File: src/rtl/instr_reg_sched.sv
// Round-robin write scheduler and FIFO sequencer for the instruction register.
// Grants one requester per cycle, issues a one-cycle-delayed load and tracks FIFO read order.
module instr_reg_sched #(
    parameter int unsigned NUM_REQ = 4,
    parameter int unsigned DEPTH   = 32,
    parameter int unsigned ID_W    = $clog2(NUM_REQ)
) (
    input  logic                       clk,
    input  logic                       reset,
    input  logic [NUM_REQ-1:0]         req_valid,
    output logic [NUM_REQ-1:0]         req_ready,
    input  logic [NUM_REQ*4-1:0]       req_opcode,
    input  logic [NUM_REQ*32-1:0]      req_operand_a,
    input  logic [NUM_REQ*32-1:0]      req_operand_b,
    output logic                       load_en,
    output logic [3:0]                 opcode,
    output logic [31:0]                operand_a,
    output logic [31:0]                operand_b,
    output logic [$clog2(DEPTH)-1:0]   write_pointer,
    output logic [$clog2(DEPTH)-1:0]   read_pointer,
    output logic                       rd_valid,
    input  logic                       rd_ready,
    output logic [ID_W-1:0]            rd_src,
    output logic [$clog2(DEPTH):0]     count,
    output logic                       full
);

    localparam int unsigned AW = $clog2(DEPTH);
    localparam int unsigned CW = AW + 1;

    typedef logic [3:0]    opcode_t;
    typedef logic [31:0]   operand_t;
    typedef logic [AW-1:0] address_t;

    // Per-requester views of the packed request buses
    opcode_t  req_op_arr [NUM_REQ];
    operand_t req_a_arr  [NUM_REQ];
    operand_t req_b_arr  [NUM_REQ];

    for (genvar g = 0; g < NUM_REQ; g++) begin : g_unpack
        assign req_op_arr[g] = req_opcode[g*4 +: 4];
        assign req_a_arr[g]  = req_operand_a[g*32 +: 32];
        assign req_b_arr[g]  = req_operand_b[g*32 +: 32];
    end

    // State registers
    logic [ID_W-1:0] prio_q, prio_d;
    logic            load_en_q, load_en_d;
    opcode_t         opcode_q, opcode_d;
    operand_t        operand_a_q, operand_a_d;
    operand_t        operand_b_q, operand_b_d;
    address_t        write_pointer_q, write_pointer_d;
    address_t        wr_ptr_q, wr_ptr_d;
    address_t        read_pointer_q, read_pointer_d;
    logic [CW-1:0]   count_q, count_d;
    logic [CW-1:0]   committed_q, committed_d;
    logic [ID_W-1:0] src_tbl_q [DEPTH];

    // Arbitration signals
    logic            gnt_found;
    logic [ID_W-1:0] gnt_idx;
    logic [ID_W:0]   scan_sum;
    logic            accept;
    logic            pop;
    logic            full_w;
    logic            rd_valid_w;

    assign full_w     = (count_q == CW'(DEPTH));
    assign rd_valid_w = (committed_q != '0);
    assign pop        = rd_valid_w & rd_ready;

    // Scan from the priority pointer, wrapping modulo NUM_REQ
    always_comb begin
        gnt_found = 1'b0;
        gnt_idx   = '0;
        scan_sum  = '0;
        for (int unsigned k = 0; k < NUM_REQ; k++) begin
            scan_sum = {1'b0, prio_q} + (ID_W+1)'(k);
            if (scan_sum >= (ID_W+1)'(NUM_REQ)) begin
                scan_sum = scan_sum - (ID_W+1)'(NUM_REQ);
            end
            if (!gnt_found && req_valid[scan_sum[ID_W-1:0]]) begin
                gnt_found = 1'b1;
                gnt_idx   = scan_sum[ID_W-1:0];
            end
        end
    end

    assign accept = gnt_found & ~full_w;

    always_comb begin
        req_ready = '0;
        if (accept) begin
            req_ready[gnt_idx] = 1'b1;
        end
    end

    always_comb begin
        prio_d          = prio_q;
        load_en_d       = accept;
        opcode_d        = opcode_q;
        operand_a_d     = operand_a_q;
        operand_b_d     = operand_b_q;
        write_pointer_d = write_pointer_q;
        wr_ptr_d        = wr_ptr_q;
        read_pointer_d  = read_pointer_q;
        count_d         = count_q;
        committed_d     = committed_q;

        if (accept) begin
            prio_d          = (gnt_idx == ID_W'(NUM_REQ - 1)) ? '0 : gnt_idx + 1'b1;
            opcode_d        = req_op_arr[gnt_idx];
            operand_a_d     = req_a_arr[gnt_idx];
            operand_b_d     = req_b_arr[gnt_idx];
            write_pointer_d = wr_ptr_q;
            wr_ptr_d        = wr_ptr_q + 1'b1;
        end

        if (pop) begin
            read_pointer_d = read_pointer_q + 1'b1;
        end

        // count reserves space at acceptance; committed only once the register write lands
        case ({accept, pop})
            2'b10:   count_d = count_q + 1'b1;
            2'b01:   count_d = count_q - 1'b1;
            default: count_d = count_q;
        endcase

        case ({load_en_q, pop})
            2'b10:   committed_d = committed_q + 1'b1;
            2'b01:   committed_d = committed_q - 1'b1;
            default: committed_d = committed_q;
        endcase
    end

    always_ff @(posedge clk) begin
        if (reset) begin
            prio_q          <= '0;
            load_en_q       <= 1'b0;
            opcode_q        <= '0;
            operand_a_q     <= '0;
            operand_b_q     <= '0;
            write_pointer_q <= '0;
            wr_ptr_q        <= '0;
            read_pointer_q  <= '0;
            count_q         <= '0;
            committed_q     <= '0;
        end else begin
            prio_q          <= prio_d;
            load_en_q       <= load_en_d;
            opcode_q        <= opcode_d;
            operand_a_q     <= operand_a_d;
            operand_b_q     <= operand_b_d;
            write_pointer_q <= write_pointer_d;
            wr_ptr_q        <= wr_ptr_d;
            read_pointer_q  <= read_pointer_d;
            count_q         <= count_d;
            committed_q     <= committed_d;
        end
    end

    // Side table of writer IDs, cleared on reset so rd_src reads 0 afterwards
    always_ff @(posedge clk) begin
        if (reset) begin
            for (int unsigned i = 0; i < DEPTH; i++) begin
                src_tbl_q[i] <= '0;
            end
        end else if (accept) begin
            src_tbl_q[wr_ptr_q] <= gnt_idx;
        end
    end

    assign load_en       = load_en_q;
    assign opcode        = opcode_q;
    assign operand_a     = operand_a_q;
    assign operand_b     = operand_b_q;
    assign write_pointer = write_pointer_q;
    assign read_pointer  = read_pointer_q;
    assign rd_valid      = rd_valid_w;
    assign rd_src        = src_tbl_q[read_pointer_q];
    assign count         = count_q;
    assign full          = full_w;

    a_ready_onehot: assert property (@(posedge clk) disable iff (reset) $onehot0(req_ready));
    a_count_bound:  assert property (@(posedge clk) disable iff (reset) count_q <= CW'(DEPTH));
    a_committed_le: assert property (@(posedge clk) disable iff (reset) committed_q <= count_q);

endmodule

File: config.mk
export PLATFORM = sky130hd
export DESIGN_NAME = instr_reg_sched
export DESIGN_NICKNAME = d
export VERILOG_FILES = /design/src/rtl/instr_reg_sched.sv
export SDC_FILE = /design/constraint.sdc
export NUM_CORES = 1
export LEC_CHECK = 0
export ABC_AREA = 1
export CAP_MARGIN = 15
export CORE_MARGIN = 10
export CORE_UTILIZATION = 47
export DETAILED_ROUTE_END_ITERATION = 8
export PLACE_DENSITY = 0.85
export SKIP_LAST_GASP = 1
export SLEW_MARGIN = 10
export SYNTH_ARGS = -nofsm -noshare
export SYNTH_HDL_FRONTEND = slang
export SYNTH_SLANG_ARGS = --single-unit
File: constraint.sdc
create_clock -name clk -period 3.5 [get_ports clk]
set_input_delay 0.7 -clock clk [delete_from_list [all_inputs] [get_ports clk]]
set_output_delay 0.7 -clock clk [all_outputs]
set_load 0.05 [all_outputs]
; ---- Word-level counts from Yosys, hierarchy flattened
; Memories as Yosys holds them, arrays and structs flattened. A register that Yosys moved wholly into a read port is not among the register bits.
; Cells that the tools add are included.
[totals]
inputBits = 279
elab_cells = 102
mem_bits_rw = 64
output_inout_bits = 93
regBits = 98
latch_bits = 0
memories = 1
mem_bits_ro = 0
[op_classes]
add_sub_neg = 14
div_mod_pow = 0
n_eq_ne = 6
n_reduce_logical = 11
order_cmp = 11
multipliers = 0
bitwise = 4
mux = 45
shifts = 0
[memory_table]
columns = name, words, width, read_ports, rd_clocked_by_memory_dff, wr, line
row1 = src_tbl_q, 32, 2, 1, 1, 32, 57  ; logic [ID_W-1:0] src_tbl_q [DEPTH];
[op_table]
columns = operator, n
row1 = binary-select mux 32 bit (select 2 bit), 2
row2 = two-way mux 32 bit, 4
row3 = one-hot mux 6 bit (2 select lines), 2
row4 = two-way mux 2 bit, 10
row5 = less-than comparator 2 x 3 -> 1 bit (second input constant), 5
row6 = two-way mux 1 bit, 15
row7 = two-way mux 5 bit, 3
row8 = adder 6 x 1 -> 6 bit (second input constant), 2
row9 = greater-or-equal comparator 3 bit (second input constant), 4
row10 = two-way mux 4 bit, 3
row11 = subtractor 6 x 1 -> 6 bit (second input constant), 2
row12 = adder 5 x 1 -> 5 bit (second input constant), 2
row13 = binary-select mux 1 bit (select 2 bit), 4
row14 = binary-select mux 4 bit (select 2 bit), 1
row15 = subtractor 2 x 1 -> 2 bit (second input constant), 4
row16 = adder 2 x 2 -> 3 bit (second input constant), 2
row17 = equality test 2 bit (second input constant), 3
row18 = equality test 6 bit (second input constant), 1
row19 = nonzero test 6 bit, 1
row20 = equality test 2 x 1 -> 1 bit (second input constant), 2
row21 = logical AND 1 bit, 4
row22 = nonzero test 2 bit, 2
row23 = adder 2 x 1 -> 3 bit (second input constant), 1
row24 = greater-or-equal comparator 2 x 3 -> 1 bit (second input constant), 1
row25 = 8 further kinds, 11

; ---- Depth between registers and ports, before layout
[logic_depth]
depth_word = 20
depth_mapped = 20
depth_no_buf = 19

; ---- Least setup slack after synthesis
; OpenSTA, ideal clock, no wires.
[synth_timing]
kind = input to output
startpoint = input req_valid[3]
endpoint = output req_ready[3]
t_required_ns = 2.800
path_stages = 14
setup_slack_ns = 0.159
n_path_buf = 2
arrival_ns = 2.641
path_cell_list = inv_1 -> nand2_2 -> nand3_1 -> nand2_2 -> nor2_4 -> nand3_2 -> nand2_2 -> nand2_4 -> buf_2 -> buf_2 -> inv_1 -> ha_1 -> inv_1 -> nor2_1
[synth_via]
elab_chain_len = 17
elab_cells_between_ends = 29
cone_classes = order compare: 2 / mux: 19 / bitwise: 1 / reduce/logical: 7
[synth_lines]
columns = item, line
row1 = start: declaration, 10  ; input logic [NUM_REQ-1:0] req_valid,
row2 = binary-select mux 1 bit (select 2 bit), 82  ; if (!gnt_found && req_valid[scan_sum[ID_W-1:0]]) begin
row3 = two-way mux 1 bit (implied by the code), 82
row4 = two-way mux 1 bit, 82
row5 = logical NOT 1 bit, 82
row6 = logical AND 1 bit, 82
row7 = two-way mux 1 bit, 82
row8 = logical NOT 1 bit, 82
row9 = logical AND 1 bit, 82
row10 = [2 not listed], -
row11 = logical AND 1 bit, 82
row12 = two-way mux 2 bit *, 82
row13 = named net gnt_idx[0], 61  ; logic [ID_W-1:0] gnt_idx;
row14 = less-than comparator 2 x 3 -> 1 bit (implied by the code) or greater-or-equal comparator 2 x 1 -> 1 bit (tied branches), 94  ; req_ready[gnt_idx] = 1'b1;
row15 = logical AND 1 bit (implied by the code), 94
row16 = two-way mux 1 bit (implied by the code), 94
row17 = demux 1 bit (select 2 bit) *, 94
row18 = two-way mux 4 bit *, 93  ; if (accept) begin
row19 = end: declaration, 11  ; output logic [NUM_REQ-1:0] req_ready,
; The timed path passes the listed nets; every way through them passes the cells marked *. The select of a mux whose other input is x is not followed.

; ---- Worst setup path after layout
[layout_timing]
startpoint = input req_valid[2]
endpoint = output req_ready[3]
[layout_via]
elab_chain_len = 17
elab_cells_between_ends = 29
cone_classes = order compare: 2 / mux: 19 / bitwise: 1 / reduce/logical: 7
[layout_lines]
columns = item, line
row1 = binary-select mux 1 bit (select 2 bit), 82
row2 = two-way mux 1 bit (implied by the code), 82
row3 = two-way mux 1 bit, 82
row4 = logical NOT 1 bit, 82
row5 = logical AND 1 bit, 82
row6 = two-way mux 1 bit, 82
row7 = logical NOT 1 bit, 82
row8 = logical AND 1 bit, 82
row9 = two-way mux 1 bit, 82
row10 = logical NOT 1 bit, 82
row11 = logical AND 1 bit, 82
row12 = two-way mux 2 bit, 82
row13 = less-than comparator 2 x 3 -> 1 bit (implied by the code) or greater-or-equal comparator 2 x 1 -> 1 bit (tied branches), 94
row14 = logical AND 1 bit (implied by the code), 94
row15 = two-way mux 1 bit (implied by the code), 94
row16 = demux 1 bit (select 2 bit), 94
row17 = two-way mux 4 bit *, 93
; Mark *: on every way between the ends. The rest lies on a longest branch, timed or not. The select of a mux whose other input is x is not followed.

==> flow_summary.json <==
{
  "drc": 0,
  "fin_skew_ps": 9.528,
  "hold_path_depth": 2,
  "p_leak_nw": 7.748,
  "hpwl_um": 29800,
  "synth_top_family_by_area": "simple AND/OR/NAND/NOR gates",
  "die_w_um": 173.8,
  "synth_nets": 1998,
  "rsz0062_at_grt": "no",
  "critPathKind": "in2out",
  "core_um2": 23400,
  "grt_start_max_net_pins": 152,
  "cts_hold_buf": 0,
  "crit_required_ps": 2800,
  "hold_path.class": "reg2reg",
  "synth_async_sr_flop_share": 0,
  "wl_per_cell_um": 17.45,
  "synth_ff_type": "dfxtp_1",
  "worstSetupStartpointType": "input pin",
  "stdcell_count": 2338,
  "insertion_delay_ps": 430,
  "hold_violations": 0,
  "io_pins": 372,
  "r2r-start": "prio_q[0]",
  "place.gp.congestion": 0.9481,
  "period_needed_ps": 3352,
  "grtUsageTotal": 0.2583,
  "r2r_slack_ps": 590,
  "die_h_um": 173.8,
  "die_area_um2": 30220,
  "crit_start": "req_valid[2]",
  "root_buffer": "clkbuf_16",
  "grt_pass1_wl_um": 63120,
  "initial_core_util": 0.4752,
  "yosysWarnings": 0,
  "critPathMaxStageDelay_ps": 420,
  "synth_cells": 1698,
  "grt_overflow": 0,
  "synth_edf_count": 64,
  "r2r_cells": 19,
  "ys_ff_latch": 167,
  "worst_path_max_delay_cell": "clkdlybuf4s50_1",
  "final_util": 0.6637,
  "crit_family": "simple AND/OR/NAND/NOR gates",
  "vias": 12200,
  "portBuffers": 371,
  "clk_path_buf_depth": 2,
  "setup_tns_ps": 0,
  "slew_violations": 0,
  "antenna_found_initial": 14,
  "cts_made_buffers": 17,
  "cp_data_arrival_time_ps": 2650,
  "ys_seq_area_frac": 0.3582,
  "area_growth_pct": 39.64,
  "final_nets": 2293,
  "r2r-end": "count[5]",
  "synthDistinctLibCells": 40,
  "crit_chain": "clkdlybuf4s50_1 > inv_1 > nand2_1 > nand3_1 > nand2_2 > nor2_4 > nand3_2 > nand3_1 > nand2_4 > inv_2 > ha_1 > inv_1 > nor2_2 > buf_12",
  "setup_viol": 0,
  "synth.avg_cell_area_um2": 6.550,
  "syn_area_um2": 11120,
  "cts_tree": "yes",
  "drt_iter0_drc": 983,
  "drt_wl_total_um": 40790,
  "n_fill_cell": 2056,
  "vias_per_cell": 5.218,
  "total_power_w": 0.01452,
  "cts_sinks": 167,
  "synth-simple-area-share": 0.3944,
  "power.density_nw_per_um2": 934.8,
  "end_kind": "output port",
  "max_slew_margin": 0.3351,
  "synth_compound_area_frac": 0.04612,
  "drive_gt1_frac": 0.03739,
  "h-tree-depth": 4,
  "vdd_drop_max_mv": 0.8446,
  "final_common_cell": "clkdlybuf4s50_1",
  "worst-path-max-fanout": 10,
  "synth_mux_area_frac": 0.01080,
  "grt_pass1_vias": 11697,
  "final_cell_mix": "clkdlybuf4s50_1 (364), nand2_1 (332), inv_1 (318), nand3_1 (290), nor2_1 (251)",
  "period_share": 0.9576,
  "final_antenna_net_count": 0,
  "holdPathEnd": "read_pointer[2]",
  "synthAdderAreaFrac": 0.02497,
  "synth_xor_area_frac": 0.005512,
  "status": "completed",
  "fmax_mhz": 298.4,
  "dp.cells": 2293,
  "clkTransAtPathRegs_ps": 70,
  "placement_rows": 56,
  "firstDrtPassIters": 5,
  "critPathBufInv": 5,
  "hp-start": "read_pointer[2]",
  "maxCapViolations": 0,
  "worst_pin_slew_ps": 997.4
}
[routing by layer]
metal | GRT usage | wire, µm
met5 | 0 | 13
met4 | 0.1293 | 1829
met3 | 0.07384 | 3541
met2 | 0.4470 | 20500
met1 | 0.2835 | 14900
[how the worst max path moves through the flow]
stage               cells after the start            to  slack [ps]
floorplan                              14  req_ready[3]         160
global placement                       19      count[5]          90
detailed placement                     19      count[5]          70
CTS                                    14  req_ready[3]           6
global route                           14  req_ready[3]          20
finish                                 14  req_ready[3]         150
[worst reg2reg max path, stage by stage (launching register included)]
cell and delay (ps):
dfxtp_2 500, inv_2 140, nand2_1 90, nand2_1 90
nand2_1 80, nand2_1 70, nor2_4 120, nand3b_1 80
nand2_1 80, ha_1 300, ha_1 330, a21oi_1 160
nand2_1 90, a21oi_1 130, o21bai_1 90, a21oi_1 120
o21ai_0 120, nand2_1 80, nand2_1 50, nor2_1 120
[area by class of cell]
class                           instances  area (µm²)  share of cell area
Antenna cell                           13       32.53            0.002095
Multi-Input combinational cell       1100        5388              0.3469
Tap cell                              319       399.1             0.02570
Clock buffer                           17       425.4             0.02739
Timing Repair Buffer                  384        3916              0.2522
Sequential cell                       167        3985              0.2566
Inverter                              323        1215             0.07822
Clock inverter                         15       170.2             0.01096
[cells by family after synthesis]
group           count (synthesis)
xor+xnor                        7
buf+inv                       431
simple gates                  975
mux                            12
compound gates                 85
fa+ha+maj                      21
flops                         167
[cells in the mapped netlist, types with 7 or more instances]
master	number	area (µm²)
buf_2	54	270.3
ha_1	19	237.7
dfxtp_1	103	2062
o21ai_0	35	175.2
mux2i_1	12	120.1
nand2_1	332	1246
inv_1	318	1194
nand3b_1	69	518.0
nor2_1	253	949.7
o221ai_1	12	105.1
clkbuf_1	41	153.9
edfxtp_1	64	1922
nand2_2	7	43.79
buf_6	10	112.6
nor3_1	10	50.05
a21oi_1	20	100.1
nand3_1	290	1451
[power by group]
group          internal (W)  switching, W  total, W
logic               0.00319       0.00657   0.00976
registers           0.00254      0.000327   0.00287
clock network      0.000966      0.000926   0.00189
total               0.00670       0.00782    0.0145
[state kept, by name, summed over array words and instances (netlist names), named ones only]
register and count:
src_tbl_q 64, operand_a 32, operand_b 32, committed_q 6, count 6, read_pointer 5
wr_ptr_q 5, write_pointer 5, opcode 4, prio_q 2, load_en 1
[stage by stage]
step	hold slack, ps	worst slack (ps)	instance area [µm²]
detailed placement	496.1	67.22	14900
global placement	483.6	88.19	14900
CTS	508.6	6.189	15490
global route	523.9	21.60	15530
finish	505.4	148.4	15530
floorplan	499.7	159.4	11120
[what timing repair did]
item / CTS / global route
setup endpoints to repair: 0 / 4
buffers inserted: 0 / 0
gates resized for setup: 0 / 3
endpoints found under the hold margin: 0 / 0
Power figures use the tool's default switching activity.
